==> src/rtl/alu_sequencer.sv <==
// alu_sequencer: multi-cycle control FSM for the register-file/ALU datapath.
// Accepts CR16-style instructions and direct register loads over valid/ready,
// steps FETCH/DECODE/EXEC/WB (or LOAD), and owns the processor status register.
module alu_sequencer (
  input  logic        i_clk,
  input  logic        i_reset,
  input  logic [15:0] i_instr,
  input  logic        i_instr_valid,
  output logic        o_instr_ready,
  input  logic        i_ld_valid,
  input  logic [3:0]  i_ld_addr,
  output logic        o_ld_ready,
  input  logic [4:0]  i_alu_flags,
  output logic [3:0]  o_raddr_a,
  output logic [3:0]  o_raddr_b,
  output logic [15:0] o_imm,
  output logic        o_imm_sel,
  output logic [3:0]  o_alu_op,
  output logic        o_cin,
  output logic        o_wb_sel,
  output logic [15:0] o_reg_en,
  output logic [4:0]  o_psr,
  output logic        o_busy,
  output logic        o_done
);

  typedef enum logic [2:0] {
    StFetch,
    StDecode,
    StExec,
    StWb,
    StLoad
  } state_e;

  localparam logic [3:0] OpAddi  = 4'b0101;
  localparam logic [3:0] OpAddci = 4'b0111;
  localparam logic [3:0] OpSubi  = 4'b1001;
  localparam logic [3:0] OpSubci = 4'b1010;
  localparam logic [3:0] OpCmp   = 4'b1011;
  localparam logic [3:0] OpMov   = 4'b1101;
  localparam logic [3:0] OpLui   = 4'b1111;

  state_e      r_state;
  state_e      w_state_next;
  logic [15:0] r_ir;
  logic [3:0]  r_ld_addr;
  logic [4:0]  r_psr;

  logic        w_instr_acc;
  logic        w_ld_acc;
  logic        w_psr_we;
  logic        w_rtype;
  logic        w_sext;
  logic [3:0]  w_alu_op;

  // State, instruction, load-address and PSR registers; reset overrides everything.
  always_ff @(posedge i_clk) begin
    if (i_reset) begin
      r_state   <= StFetch;
      r_ir      <= 16'h0000;
      r_ld_addr <= 4'h0;
      r_psr     <= 5'b00000;
    end else begin
      r_state <= w_state_next;
      if (w_instr_acc) r_ir <= i_instr;
      if (w_ld_acc) r_ld_addr <= i_ld_addr;
      if (w_psr_we) r_psr <= i_alu_flags;
    end
  end

  // Combinational decode of the latched instruction word.
  always_comb begin
    w_rtype   = (r_ir[15:12] == 4'b0000);
    w_alu_op  = w_rtype ? r_ir[7:4] : r_ir[15:12];
    w_sext    = (w_alu_op == OpAddi) || (w_alu_op == OpAddci) || (w_alu_op == OpSubi) ||
                (w_alu_op == OpSubci) || (w_alu_op == OpCmp);
    o_alu_op  = w_alu_op;
    o_raddr_a = r_ir[11:8];
    o_raddr_b = w_rtype ? r_ir[3:0] : 4'h0;
    o_imm_sel = ~w_rtype;
    if (w_rtype) begin
      o_imm = 16'h0000;
    end else if (w_sext) begin
      o_imm = {{8{r_ir[7]}}, r_ir[7:0]};
    end else begin
      o_imm = {8'h00, r_ir[7:0]};
    end
  end

  // Next-state logic and per-state datapath controls.
  always_comb begin
    w_state_next  = r_state;
    w_instr_acc   = 1'b0;
    w_ld_acc      = 1'b0;
    w_psr_we      = 1'b0;
    o_instr_ready = 1'b0;
    o_ld_ready    = 1'b0;
    o_wb_sel      = 1'b0;
    o_reg_en      = 16'h0000;
    o_done        = 1'b0;
    o_busy        = 1'b1;
    unique case (r_state)
      StFetch: begin
        o_busy        = 1'b0;
        o_ld_ready    = 1'b1;
        // Loads take priority; the instruction stays pending until a load-free FETCH.
        o_instr_ready = ~i_ld_valid;
        if (i_ld_valid) begin
          w_ld_acc     = 1'b1;
          w_state_next = StLoad;
        end else if (i_instr_valid) begin
          w_instr_acc  = 1'b1;
          w_state_next = StDecode;
        end
      end
      StDecode: begin
        w_state_next = StExec;
      end
      StExec: begin
        // MOV/MOVI and LUI leave the flags untouched.
        w_psr_we     = (w_alu_op != OpMov) && (w_alu_op != OpLui);
        w_state_next = StWb;
      end
      StWb: begin
        o_wb_sel     = 1'b1;
        o_done       = 1'b1;
        o_reg_en     = (w_alu_op == OpCmp) ? 16'h0000 : (16'h0001 << r_ir[11:8]);
        w_state_next = StFetch;
      end
      StLoad: begin
        o_done       = 1'b1;
        o_reg_en     = 16'h0001 << r_ld_addr;
        w_state_next = StFetch;
      end
      default: begin
        w_state_next = StFetch;
      end
    endcase
  end

  assign o_psr = r_psr;
  assign o_cin = r_psr[4];

endmodule

==> config.mk <==
export PLATFORM = sky130hd
export DESIGN_NAME = alu_sequencer
export DESIGN_NICKNAME = d
export VERILOG_FILES = /design/src/rtl/alu_sequencer.sv
export SDC_FILE = /design/constraint.sdc
export NUM_CORES = 1
export LEC_CHECK = 0
export CORE_AREA = 2 2 47 93
export DETAILED_ROUTE_END_ITERATION = 8
export DIE_AREA = 0 0 49 95
export GPL_ROUTABILITY_DRIVEN = 0
export PLACE_DENSITY = 0.92
export SLEW_MARGIN = 15
export SYNTH_ARGS = -nofsm -noshare
export SYNTH_HDL_FRONTEND = slang
export SYNTH_SLANG_ARGS = --single-unit
==> constraint.sdc <==
create_clock -name i_clk -period 4 [get_ports i_clk]
set_input_delay 0.6 -clock i_clk [delete_from_list [all_inputs] [get_ports i_clk]]
set_output_delay 0.6 -clock i_clk [all_outputs]
set_load 0.01 [all_outputs]
==> impl_results.md <==
- Pwr/cell area: 292 nW/um^2
- LEAKAGE: 0.817 nW
- Ys Warns: 0
- Crit path depth: 4
- Area growth from synthesis to final layout: 50.3%
- Worst clock skew: 0.00825 ns
- Diodes inserted: 0
- Via count: 1,774
- Crit end category: output port
- Initial Util: 0.410
- Crit-path max cell delay: 0.68 ns
- Post-route minimum period: 3.13 ns
- Final Max Tran Viols: 0
- Share of layout cells above drive strength 1: 0.0578
- Setup repair after global routing missed its margin: no
- WP data arrival: 2.53 ns
- Largest net degree at the start of global routing: 34
- Die Y: 95 um
- Tot Pwr: 0.000720 W
- Final hold vios: 0
- Clock root cell: clkbuf_8
- Initial antenna violation count: 0
- TritonCTS clock tree: done
- Post-CTS Setup Bufs: 0
- Violation count after the first detailed-routing iteration: 69
- F_max: 320 MHz
- Layer with the highest usage: met2
- Critical path class: reg -> out
- Worst r2r path cells: 4
- Core ar.: 4010 um^2
- Grt total ovfl: 0
- Register area share after synthesis: 0.341
- Global routing usage on met2: 0.373
- Setup TNS: 0 ns
- Clk buf depth: 2
- Clk sink count: 28
- Avg Vias per Cell: 5.39
- Reg2reg end: o_psr[3]
- Drt drc: 0
- Net Switching: 0.000195 W
- Max FO, Critical Path: 8
- Status: complete, no violations
- Highest-count cells in the layout ignoring fill and taps: 84 x clkdlybuf4s50_1, 45 x nand2_1, 28 x dfxtp_1, 18 x a21oi_1, 14 x nand2b_1
- Num CTS Buffers: 3
- Synth Instances: 210
- Wire per inst: 14.3 um
- # IOs: 85
- Antenna-violating nets left: 0
- Clock Power Share: 0.309
- PostCTS Resize Cnt: 0
- #FFs+latches synth: 28
- Worst setup endpoint: o_imm[9]
- Internal: 0.000525 W
- Die ar.: 4660 um^2
- Relative slew slack: 0.274
- Hold WC Path Type: reg -> reg
- Dpl hpwl: 3560 um
- Row cnt: 33
- Switch share: 0.271
- Most common library cell in the layout ignoring fill and taps: clkdlybuf4s50_1
- M3 GR Usage: 0.0459
- IO Port Bufs: 84
- Layout filler cell count: 340
- Post-CTS Hold Fix Bufs: 0
- VDD IR max: 0.232 mV
- CP startpoint: r_ir[15]
- Worst-margin pin slew: 1.09 ns
- Flop2flop setup slack: 1.95 ns
- Worst path cell trace: inv_1, or3_1, a21boi_0, clkdlybuf4s50_1
- Critical R2R Launch: r_ir[12]
- WP buf/inv: 2
- Drt first pass iters: 4
- Grt met1 use: 0.234
- Post-Synthesis Cell Area: 1640 um^2
- Sequential share of power: 0.443
- Max-cap viol count: 0
- Final period util: 0.782
- Count of final setup violators: 0
- Comb pwr share: 0.248
- # nets final: 307
- Drt total wl: 4720 um
- GRT Resource Usage Total: 0.203
- Netlist cell types: 41
- Critical Path RT: 3.40 ns
- Htree depth: 1
- Crit-path slowest cell: clkdlybuf4s50_1
- Crit start category: flop
- Die width: 49 um
- Clk_lat worst skew: 0.28 ns
- CP top delay family: buffers and inverters
- Final Util: 0.616
- Syn Nets: 239
- Avg Inst Size Synth: 7.82 um^2
- First-pass GRT wire length: 7700 um
- Clock slew at reported path FFs: 0.10 ns
- Vias in the first global route: 1,674
## cells by family after synthesis
logic type	after synthesis	share of synthesized area
buffers and inverters	26	0.107
multiplexers	5	0.0305
AND/OR/NAND/NOR	101	0.310
XOR/XNOR	1	0.00534
flip-flops	28	0.341
AO/OA/AOI/OAI	49	0.206
## sequential cells by signal, summed over array words and instances (netlist names)
name	flops
r_ld_addr	4
o_psr	5
r_ir	16
r_state	3
## cell type report
| class | instances | area [um^2] | area share |
|---|---|---|---|
| clock inverters | 1 | 30.0 | 0.0122 |
| repair buffers | 84 | 841 | 0.341 |
| multi-input cells | 156 | 906 | 0.367 |
| well taps | 52 | 65.1 | 0.0264 |
| flip-flops and latches | 28 | 561 | 0.227 |
| inverters | 5 | 23.8 | 0.00963 |
| clock buffers | 3 | 41.3 | 0.0167 |
## worst min path at each step
stage	slack, ns	end	startpoint	cells past startpoint
finish	0.47	r_ir[1]	r_ir[1]	2
global route	0.50	r_ir[1]	r_ir[1]	2
CTS	0.47	r_ir[1]	r_ir[1]	2
detailed placement	0.45	r_ir[1]	r_ir[1]	2
global placement	0.45	r_ir[1]	r_ir[1]	2
floorplan	0.44	r_ir[0]	r_ir[0]	2
## cells in the mapped netlist
master / number / area share
o2111ai_1: 3 / 0.016
nand3b_1: 1 / 0.0046
mux2i_1: 5 / 0.030
buf_2: 3 / 0.0091
a31o_2: 1 / 0.0053
or3_4: 2 / 0.014
nand4_1: 1 / 0.0038
nor4b_1: 1 / 0.0053
a21o_1: 2 / 0.0091
buf_6: 1 / 0.0069
a32oi_1: 1 / 0.0053
o32ai_2: 1 / 0.0099
nand2_1: 45 / 0.10
a21boi_0: 1 / 0.0046
o32ai_1: 3 / 0.016
nor2b_1: 9 / 0.034
a32o_1: 1 / 0.0061
and2_1: 4 / 0.015
inv_1: 4 / 0.0091
and2_4: 1 / 0.0053
dfxtp_1: 28 / 0.34
xnor2_1: 1 / 0.0053
or3_1: 1 / 0.0038
o21bai_1: 1 / 0.0046
a21oi_1: 18 / 0.055
buf_4: 12 / 0.055
nand3_1: 5 / 0.015
o21ai_0: 1 / 0.0030
or2_2: 1 / 0.0038
buf_12: 1 / 0.012
nor3_1: 3 / 0.0091
nor4_2: 1 / 0.0076
o2111ai_2: 1 / 0.0091
nand2b_1: 14 / 0.053
o22ai_1: 12 / 0.046
clkbuf_1: 4 / 0.0091
inv_6: 1 / 0.0053
or3b_1: 1 / 0.0053
a21oi_2: 3 / 0.016
nor2_1: 10 / 0.023
nor4_1: 1 / 0.0038
## worst min-delay path: cells and delay by family (launching register included)
family / cells / cell delay, ns
compound gates: 1 / 0.05
simple gates: 1 / 0.05
flops: 1 / 0.33
## power by group through the flow
stage / sequential [W] / combinational [W] / clock (W)
floorplan: 0.000317 / 0.000102 / 0
global route: 0.000321 / 0.000195 / 0.000235
global placement: 0.000322 / 0.000174 / 0
CTS: 0.000318 / 0.000180 / 0.000227
detailed placement: 0.000324 / 0.000178 / 0
finish: 0.000319 / 0.000179 / 0.000223
## metrics by stage
step | worst slack, ns | cells | hold slack, ns | area [um^2]
floorplan | 1.64 | 210 | 0.440 | 1640
global placement | 1.32 | 325 | 0.451 | 2400
detailed placement | 1.16 | 325 | 0.454 | 2400
CTS | 0.844 | 329 | 0.469 | 2470
global route | 0.681 | 329 | 0.499 | 2470
finish | 0.871 | 329 | 0.467 | 2470
## routing by layer
metal	routed length, um	part of all wire	vias to the layer above
met1	1850	0.39	793
met3	403	0.085	6
li1	-	-	855
met5	0	0	-
met2	2420	0.51	120
met4	44	0.0093	0
(Power assumes the default switching activity.)
